[src/rtl/mem_stage_pkg.sv]
// Shared types for the MEM pipeline stage: bus widths, bus layouts and the
// load-wait state machine encoding.
package mem_stage_pkg;

   localparam int ES_TO_MS_BUS_WD   = 116;
   localparam int MS_TO_WS_BUS_WD   = 76;
   localparam int MS_FWD_BLK_BUS_WD = 42;

   // IDLE: nothing pending; WAIT: load issued, response not yet seen;
   // HOLD: response captured in the buffer while WB is stalled.
   typedef enum logic [1:0] {
      ST_IDLE = 2'd0,
      ST_WAIT = 2'd1,
      ST_HOLD = 2'd2
   } ms_state_t;

   typedef struct packed {
      logic lb;
      logic lbu;
      logic lh;
      logic lhu;
      logic lw;
      logic lwl;
      logic lwr;
   } ld_op_t;

   typedef struct packed {
      logic        ex;
      logic        bd;
      logic        eret;
      logic        syscall;
      logic        mfc0;
      logic        mtc0;
      ld_op_t      op;
      logic        res_from_mem;
      logic        gr_we;
      logic [4:0]  dest;
      logic [31:0] rt_value;
      logic [31:0] exe_result;
      logic [31:0] pc;
   } es_to_ms_t;

   typedef struct packed {
      logic        ex;
      logic        bd;
      logic        eret;
      logic        syscall;
      logic        mfc0;
      logic        mtc0;
      logic        gr_we;
      logic [4:0]  dest;
      logic [31:0] final_result;
      logic [31:0] pc;
   } ms_to_ws_t;

   typedef struct packed {
      logic [3:0]  fwd_valid;
      logic [4:0]  rf_dest;
      logic [31:0] rf_data;
      logic        blk_valid;
   } ms_fwd_blk_t;

endpackage

[src/rtl/mem_stage_load_align.sv]
// Turns a raw 32-bit SRAM word into the architectural load result, handling
// byte/half extraction with sign or zero extension and the unaligned lwl/lwr
// merges with the old rt value. Non-loads pass the EXE result through.
module mem_stage_load_align
   import mem_stage_pkg::*;
(
   input  logic        i_isLoad,
   input  ld_op_t      i_op,
   input  logic [1:0]  i_addr,
   input  logic [31:0] i_ld,
   input  logic [31:0] i_rt,
   input  logic [31:0] i_exeResult,
   output logic [31:0] o_result
);

   logic [7:0]  w_byte;
   logic [15:0] w_half;
   logic [31:0] w_lwl;
   logic [31:0] w_lwr;

   // Select the addressed byte lane and build the lwl/lwr merged words.
   always_comb begin
      w_byte = i_ld[7:0];
      w_lwl  = i_ld;
      w_lwr  = i_ld;
      case (i_addr)
         2'd0: begin
            w_byte = i_ld[7:0];
            w_lwl  = {i_ld[7:0], i_rt[23:0]};
            w_lwr  = i_ld;
         end
         2'd1: begin
            w_byte = i_ld[15:8];
            w_lwl  = {i_ld[15:0], i_rt[15:0]};
            w_lwr  = {i_rt[31:24], i_ld[31:8]};
         end
         2'd2: begin
            w_byte = i_ld[23:16];
            w_lwl  = {i_ld[23:0], i_rt[7:0]};
            w_lwr  = {i_rt[31:16], i_ld[31:16]};
         end
         default: begin
            w_byte = i_ld[31:24];
            w_lwl  = i_ld;
            w_lwr  = {i_rt[31:8], i_ld[31:24]};
         end
      endcase
   end

   assign w_half = i_addr[1] ? i_ld[31:16] : i_ld[15:0];

   // Pick the final value by load flavour; a full word is the fallback.
   always_comb begin
      o_result = i_exeResult;
      if (i_isLoad) begin
         if (i_op.lb)       o_result = {{24{w_byte[7]}}, w_byte};
         else if (i_op.lbu) o_result = {24'd0, w_byte};
         else if (i_op.lh)  o_result = {{16{w_half[15]}}, w_half};
         else if (i_op.lhu) o_result = {16'd0, w_half};
         else if (i_op.lwl) o_result = w_lwl;
         else if (i_op.lwr) o_result = w_lwr;
         else if (i_op.lw)  o_result = i_ld;
         else               o_result = i_ld;
      end
   end

endmodule

[src/rtl/mem_stage.sv]
// MEM pipeline stage: holds one instruction from EXE, waits for the data-SRAM
// response of loads, buffers it while WB stalls, drops responses belonging to
// flushed loads, and drives the forward/block bus back to decode.
module mem_stage
   import mem_stage_pkg::*;
(
   input  logic                         clk,
   input  logic                         resetn,
   input  logic                         ws_allowin,
   output logic                         ms_allowin,
   input  logic                         es_to_ms_valid,
   input  logic [ES_TO_MS_BUS_WD-1:0]   es_to_ms_bus,
   output logic                         ms_to_ws_valid,
   output logic [MS_TO_WS_BUS_WD-1:0]   ms_to_ws_bus,
   input  logic [31:0]                  data_sram_rdata,
   input  logic                         data_sram_rvalid,
   output logic [MS_FWD_BLK_BUS_WD-1:0] ms_fwd_blk_bus,
   output logic                         ms_ex,
   output logic                         ms_inst_mfc0_o,
   input  logic                         ws_ex,
   input  logic                         eret_flush
);

   es_to_ms_t   w_esBus;
   es_to_ms_t   r_payload;
   ms_state_t   r_state;
   ms_state_t   w_stateNext;
   logic        r_msValid;
   logic        r_discard;
   logic        w_discardNext;
   logic [31:0] r_rbuf;
   logic        w_rbufLoad;
   logic        w_flush;
   logic        w_outstanding;
   logic        w_rvalidLive;
   logic        w_readyGo;
   logic        w_accept;
   logic        w_acceptLoad;
   logic [31:0] w_ld;
   logic [31:0] w_finalResult;
   ms_to_ws_t   w_wsBus;
   ms_fwd_blk_t w_fwdBus;

   assign w_esBus       = es_to_ms_bus;
   assign w_flush       = ws_ex | eret_flush;
   assign w_outstanding = r_payload.res_from_mem & ~r_payload.ex;
   assign w_rvalidLive  = data_sram_rvalid & ~r_discard;
   assign w_readyGo     = ~w_outstanding
                        | ((r_state == ST_WAIT) & w_rvalidLive)
                        | (r_state == ST_HOLD);
   assign ms_allowin    = ~r_msValid | (w_readyGo & ws_allowin);
   assign w_accept      = es_to_ms_valid & ms_allowin & ~w_flush;
   assign w_acceptLoad  = w_accept & w_esBus.res_from_mem & ~w_esBus.ex;

   // Stage occupancy: a flush empties the stage, otherwise refill on allowin.
   always_ff @(posedge clk or negedge resetn) begin
      if (!resetn)         r_msValid <= 1'b0;
      else if (w_flush)    r_msValid <= 1'b0;
      else if (ms_allowin) r_msValid <= es_to_ms_valid;
   end

   // Instruction payload needs no reset; it is qualified by r_msValid.
   always_ff @(posedge clk) begin
      if (w_accept) r_payload <= w_esBus;
   end

   // Next-state for the load wait machine, the stale-response flag and the
   // response buffer. A single flag tracks one stale response; a flushed load
   // that is itself behind a stale response keeps the flag set.
   always_comb begin
      w_stateNext   = r_state;
      w_discardNext = r_discard;
      w_rbufLoad    = 1'b0;
      if (data_sram_rvalid & r_discard) w_discardNext = 1'b0;
      case (r_state)
         ST_WAIT: begin
            if (w_flush) begin
               w_stateNext = ST_IDLE;
               if (!data_sram_rvalid || r_discard) w_discardNext = 1'b1;
            end else if (w_rvalidLive) begin
               if (ws_allowin) begin
                  w_stateNext = ST_IDLE;
               end else begin
                  w_stateNext = ST_HOLD;
                  w_rbufLoad  = 1'b1;
               end
            end
         end
         ST_HOLD: begin
            if (w_flush || ws_allowin) w_stateNext = ST_IDLE;
         end
         default: begin
            w_stateNext = ST_IDLE;
         end
      endcase
      if (w_acceptLoad) w_stateNext = ST_WAIT;
   end

   // State, stale-response flag and response buffer registers.
   always_ff @(posedge clk or negedge resetn) begin
      if (!resetn) begin
         r_state   <= ST_IDLE;
         r_discard <= 1'b0;
         r_rbuf    <= 32'd0;
      end else begin
         r_state   <= w_stateNext;
         r_discard <= w_discardNext;
         if (w_rbufLoad) r_rbuf <= data_sram_rdata;
      end
   end

   assign w_ld = (r_state == ST_HOLD) ? r_rbuf : data_sram_rdata;

   mem_stage_load_align u_align (
      .i_isLoad    (r_payload.res_from_mem),
      .i_op        (r_payload.op),
      .i_addr      (r_payload.exe_result[1:0]),
      .i_ld        (w_ld),
      .i_rt        (r_payload.rt_value),
      .i_exeResult (r_payload.exe_result),
      .o_result    (w_finalResult)
   );

   assign ms_to_ws_valid       = r_msValid & w_readyGo & ~w_flush;
   assign w_wsBus.ex           = r_payload.ex;
   assign w_wsBus.bd           = r_payload.bd;
   assign w_wsBus.eret         = r_payload.eret;
   assign w_wsBus.syscall      = r_payload.syscall;
   assign w_wsBus.mfc0         = r_payload.mfc0;
   assign w_wsBus.mtc0         = r_payload.mtc0;
   assign w_wsBus.gr_we        = r_payload.gr_we;
   assign w_wsBus.dest         = r_payload.dest;
   assign w_wsBus.final_result = w_finalResult;
   assign w_wsBus.pc           = r_payload.pc;
   assign ms_to_ws_bus         = w_wsBus;

   assign w_fwdBus.fwd_valid = {4{r_msValid & r_payload.gr_we & w_readyGo & ~r_payload.ex}};
   assign w_fwdBus.rf_dest   = r_payload.dest;
   assign w_fwdBus.rf_data   = w_finalResult;
   assign w_fwdBus.blk_valid = r_msValid & r_payload.res_from_mem & ~w_readyGo & ~w_flush;
   assign ms_fwd_blk_bus     = w_fwdBus;

   assign ms_ex          = r_msValid & (r_payload.ex | r_payload.eret);
   assign ms_inst_mfc0_o = r_msValid & r_payload.mfc0;

endmodule

[config.mk]
export PLATFORM = sky130hd
export DESIGN_NAME = mem_stage
export DESIGN_NICKNAME = d
export VERILOG_FILES = /design/src/rtl/mem_stage_pkg.sv /design/src/rtl/mem_stage_load_align.sv /design/src/rtl/mem_stage.sv
export SDC_FILE = /design/constraint.sdc
export NUM_CORES = 1
export LEC_CHECK = 0
export ABC_AREA = 1
export ABC_CLOCK_PERIOD_IN_PS = 6600
export CAP_MARGIN = 20
export CORE_MARGIN = 3
export CORE_UTILIZATION = 35
export CTS_CLUSTER_SIZE = 20
export DETAILED_ROUTE_END_ITERATION = 8
export PLACE_DENSITY = 0.61
export REMOVE_ABC_BUFFERS = 1
export SLEW_MARGIN = 5
export SYNTH_ARGS = -nofsm -noshare
export SYNTH_HDL_FRONTEND = slang
export SYNTH_HIERARCHICAL = 1
export SYNTH_SLANG_ARGS = --single-unit
export TNS_END_PERCENT = 30
[constraint.sdc]
create_clock -name clk -period 6.6 [get_ports clk]
set_input_delay 1.32 -clock clk [delete_from_list [all_inputs] [get_ports clk]]
set_output_delay 1.32 -clock clk [all_outputs]
set_load 0.01 [all_outputs]
---- After elaboration in Yosys (flattened, before gate mapping) ----
Index checks and enable logic that the tools add are counted.
word-level totals
  bits in registers ....................... 151
  bits in latches ......................... 0
  RAM bits ................................ 0
  bits in read-only memories .............. 0
  bits of input ports ..................... 155
  output and inout bits ................... 122
  word-level logic and storage cells ...... 93
  memories kept ........................... 0
cells by class
  $add $sub $neg .......................... 0
  multipliers ............................. 0
  divide/modulo/power cells ............... 0
  magnitude comparators ................... 0
  equality and inequality tests ........... 6
  shift-type cells ........................ 0
  mux-type cells .......................... 28
  bitwise operators ....................... 31
  reduce and logical (&&, ||, !) cells .... 6
operator list
  kind                number
  $mux 32             8
  $pmux 32 s3         2
  $pmux 8 s3          1
  $and 1x1->1         19
  $mux 16             1
  $mux 1              10
  $mux 2              5
  $not 1->1           7
  $or 1x1->1          5
  $eq 2x1->1 const B  2
  $eq 2x2->1 const B  2
  $ne 4x4->1 const B  1
  $pmux 2 s2          1
  $ne 3x3->1 const B  1
  $logic_not 2->1     1
  $logic_or 1x1->1    2
  $reduce_and 2->1    1
  $reduce_bool 2->1   1
  $logic_not 1->1     1

---- Logic depth before layout (Yosys ltp) ----
  depth after elaboration ................. 13
  gate-level depth with buffers ........... 16
  depth with buffers taken out ............ 14

---- Cells and area by module ----
The synthesis kept the hierarchy.
by module, submodules not included
  module                times used  cells each  area each (um^2)  sequential area each (um^2)
  mem_stage             1           455         6148.4            4384.2
  mem_stage_load_align  1           609         2758.9            0.0

---- Least setup slack after synthesis ----
OpenSTA, ideal clock, no wires.
  kind .................................... input to register
  from .................................... input data_sram_rvalid
  to ...................................... register r_payload, in the netlist ms_fwd_blk_bus[33] (enable)
  library setup time ...................... 0.569 ns
  data arrival time ....................... 6.181 ns
  data required time ...................... 6.031 ns
  slack ................................... -0.151 ns
  stages .................................. 6
  buffers on the path ..................... 0
  cells stage by stage .................... inv_1 nor2_1 nand2_1 nand3_1 nand2_1 nor3_2
between the ends
  word-level cells in the longest chain between the ends .. 8
ends and longest elaborated chain
  what                      RTL line         text
  start: declaration        mem_stage.sv:16  input logic data_sram_rvalid,
  $and 1x1->1               mem_stage.sv:47  assign w_rvalidLive = data_sram_rvalid & ~r_discard;
  $and 1x1->1               mem_stage.sv:49  | ((r_state == ST_WAIT) & w_rvalidLive)
  $or 1x1->1                mem_stage.sv:49
  $or 1x1->1                mem_stage.sv:50  | (r_state == ST_HOLD);
  $and 1x1->1               mem_stage.sv:51  assign ms_allowin = ~r_msValid | (w_readyGo & ws_allowin);
  $or 1x1->1                mem_stage.sv:51
  $and 1x1->1 (2 in a row)  mem_stage.sv:52  assign w_accept = es_to_ms_valid & ms_allowin & ~w_flush;
  end signal: assignment    mem_stage.sv:64  if (w_accept) r_payload <= w_esBus;
  end: declaration          mem_stage.sv:25  es_to_ms_t r_payload;
Every way passes these cells.
A chain may end at the register's enable or synchronous reset.

---- Worst setup path after layout ----
  from .................................... input data_sram_rdata[15]
  to ...................................... output ms_fwd_blk_bus[10]
between the ends
  word-level cells in the longest chain between the ends .. 4
ends and longest elaborated chain
  what                RTL line                    text
  start: declaration  mem_stage.sv:15             input logic [31:0] data_sram_rdata,
  $mux 32             mem_stage.sv:112            assign w_ld = (r_state == ST_HOLD) ? r_rbuf : data_sram_rdata;
  net w_ld[15]        mem_stage.sv:39             logic [31:0] w_ld;
  $pmux 8 s3          mem_stage_load_align.sv:26  case (i_addr)
  $mux 32             mem_stage_load_align.sv:56  if (i_op.lb) o_result = {{24{w_byte[7]}}, w_byte};
  $mux 32             mem_stage_load_align.sv:55  if (i_isLoad) begin
  end: declaration    mem_stage.sv:17             output logic [MS_FWD_BLK_BUS_WD-1:0] ms_fwd_blk_bus,
The timed path passes the listed nets, and every way through them passes these cells.

==> reports/metrics.sh <==
P_PER_AREA_mW_PER_MM2=206.9
IO_BUFFER_COUNT=275
WORST_SLEW_PIN_SLEW_NS=0.8844
IO-PIN-COUNT=277
FF2FF_PATH_DEPTH=7
OVERALL_ROUTED_NET_LENGTH_UM=26920
REGTOREGSETUPSLACK_NS=3.57
POST-PLACE-CELLS=1535
CTS-HOLD-FIX-BUFFERS=0
SYNTH_AREA_PER_CELL_UM2=8.351
DRIVE_GT1_SHARE_PCT=11.26
TIMING.SETUP.TNS_NS=0
DIE_AREA_MM2=0.02731
CRITPATHMAXFANOUT=24
CTS-BUFFERS-INSERTED=17
WORST_HOLD_PATH.ENDPOINT='r_rbuf[31]$_DFFE_PN0P_'
H-TREE-DEPTH=4
WORST_HOLD_PATH_TYPE='reg2reg'
YS_WARN_COUNT=6
ANT_NETS=0
CP-END-KIND='primary output'
CRITPATHLAUNCHTYPE='input pin'
FINALNETCOUNT=1385
ROUTED_VIA_DENSITY=4.930
FIRST_GLOBAL_VIAS=7401
LEAKAGEPOWER_nW=4.816
CLOCK_ROOT_CELL='sky130_fd_sc_hd__clkbuf_16'
REGTOREGSTARTPOINT='r_state[1]$_DFFE_PN0P_'
UNREPAIRED_SETUP_ENDPOINTS_AFTER_GLOBAL_ROUTING='no'
CRIT_ARRIVAL_NS=4.01
MAX_FREQ_MHz=187.5
RR_ENDPOINT='r_payload[64]$_DFFE_PN_'
CHIPHEIGHT_UM=165.3
GR-TOTAL-OVERFLOW=0
DRT_PASS1_ITERATIONS=5
FINALNONFILLERCELLS=1568
DETAILEDROUTE.FIRSTITERATIONVIOLATIONS=695
FINAL_ROUTED_WIRE_LENGTH_DIVIDED_BY_CELL_COUNT_UM=17.17
POST-ROUTE-DRC-COUNT=0
CLOCKBUFFERDEPTH=2
DPL_HPWL_UM=19120
GRT_ANTENNA_BEFORE_REPAIR=4
FINAL-SETUP-VIOL-COUNT=0
CP.REQUIRED_NS=5.28
UTILIZATION_AFTER_LAYOUT_PCT=47.90
GRT_START_MAX_NET_PINS=102
MAXSLEWVIOLCOUNT=0
POSTCTSRESIZEDCELLS=0
FINAL_MIN_PERIOD_OVER_CLOCK_PERIOD_PCT=80.82
FINAL_LAYOUT_FILL_CELL_COUNT=2432
PLACEMENT_ROWS=57
FIRST_PASS_GRT_WIRE_LENGTH_UM=40690
CTS.REPAIR_TIMING.SETUP_BUFFER_COUNT=0
CLK_PIN_SLEW_WORST_PATHS_NS=0.07
GR-USAGE-ALL-LAYERS_PCT=19.34
NUM_VIAS=7731
TRITONCTS_NUM_SINKS=151
AREA_GROWTH_PCT=32.77
FINALHOLDVIOLCOUNT=0
HOLD_DEPTH=2
SLEW_HEADROOM_PCT=41.04
MIN_FROM='r_rbuf[31]$_DFFE_PN0P_'
FIN_SKEW_NS=0.01461
INITIAL_CORE_UTIL_PCT=36.08
IRDROPWORSTVDD_V=0.0001528
MULTI_INPUT_COMB_AREA_MM2=0.003256
DIE_W_UM=165.3
SYN-INSTANCE-COUNT=1063
TIMING.SETUP.CRITICAL_PATH_CLASS='in2out'
PLACE_CONGESTION=0.8573
OUTCOME='complete, no violations'
REGISTER_AREA_MM2=0.004354
MAX_CAP_VIOLATIONS=0
PERIOD_MINUS_SLACK_NS=5.334
CLOCK_INSERTION_DELAY_WORST_SKEW_NS=0.43
FP.COREAREA_MM2=0.02460
CTS_TREE='done'
POST_SYNTH_DESIGN_CELL_AREA_MM2=0.008877
[per-stage QoR]
step                hold WS (ns)  area, um2  total power [W]  setup WS, ns
floorplan                 0.4553       7910         0.001233       -0.1111
global placement          0.4651      11160         0.001429         1.234
detailed placement        0.4693      11160         0.001433         1.219
CTS                       0.4869      11780         0.002472         1.203
global route              0.5135      11790         0.002536        0.9953
finish                    0.4844      11790         0.002439         1.266
[area by class of cell]
class | count | share of cell area, %
inverter | 84 | 2.675
antenna | 1 | 0.02123
multi-input combinational | 692 | 27.62
timing repair buffer | 284 | 23.99
sequential | 151 | 36.94
clock buffer | 17 | 3.609
clock inverter | 15 | 1.699
tap | 324 | 3.439
[report_power, final]
| group | leakage (nW) | internal (W) | switching [W] |
|---|---|---|---|
| clock | 0.305 | 0.000551 | 0.000476 |
| sequential | 1.55 | 0.00106 | 0.0000142 |
| combinational | 2.97 | 0.000175 | 0.000164 |
[critical path: stages]
cell	delay [ns]
sky130_fd_sc_hd__clkdlybuf4s50_1	0.46
sky130_fd_sc_hd__inv_1	0.05
sky130_fd_sc_hd__o21ai_0	0.48
sky130_fd_sc_hd__nand2_2	0.10
sky130_fd_sc_hd__nand3_1	0.10
sky130_fd_sc_hd__o21ai_2	0.11
sky130_fd_sc_hd__o21ai_2	0.16
sky130_fd_sc_hd__inv_2	0.26
sky130_fd_sc_hd__a21oi_1	0.36
sky130_fd_sc_hd__clkdlybuf4s50_1	0.60
[layer usage]
metal | vias up | GRT usage [%] | wire length (um)
met2 | 359 | 33.41 | 13410
met4 | 6 | 4.880 | 399
met3 | 36 | 6.386 | 2550
met1 | 3603 | 23.22 | 10520
li1 | 3727 | - | -
met5 | - | 0 | 36
[state kept, by name, summed over array words and instances (netlist names)]
| register | flops |
|---|---|
| r_msValid | 1 |
| r_rbuf | 32 |
| r_payload | 71 |
| r_state | 2 |
| ms_fwd_blk_bus | 5 |
| r_discard | 1 |
| ms_to_ws_bus | 39 |
[cell usage in the layout (no fill, tap or decap), drive strengths merged]
| cell | instances |
|---|---|
| o22ai | 1 |
| o21a | 1 |
| o21ai | 86 |
| clkbuf | 17 |
| nor2 | 57 |
| clkinv | 7 |
| clkdlybuf4s50 | 274 |
| nand3 | 94 |
| dfrtp | 36 |
| edfxtp | 115 |
| buf | 10 |
| nand4 | 4 |
| a21oi | 76 |
| nor3 | 1 |
| or2 | 8 |
| diode | 1 |
| nand2 | 364 |
| inv | 91 |
| bufinv | 1 |
[worst max-delay path by stage]
stage                              endpoint  slack, ns                    from
4_1_cts                  ms_fwd_blk_bus[10]       1.20     data_sram_rdata[15]
3_3_place_gp               ms_to_ws_bus[41]       1.23     data_sram_rdata[15]
5_1_grt                  ms_fwd_blk_bus[10]        1.0  r_state[1]$_DFFE_PN0P_
6_report                 ms_fwd_blk_bus[10]       1.27     data_sram_rdata[15]
2_1_floorplan  ms_fwd_blk_bus[33]$_DFFE_PN_      -0.11        data_sram_rvalid
3_5_place_dp             ms_fwd_blk_bus[10]       1.22     data_sram_rdata[15]
Note: power is estimated with default switching activity, not from simulation.
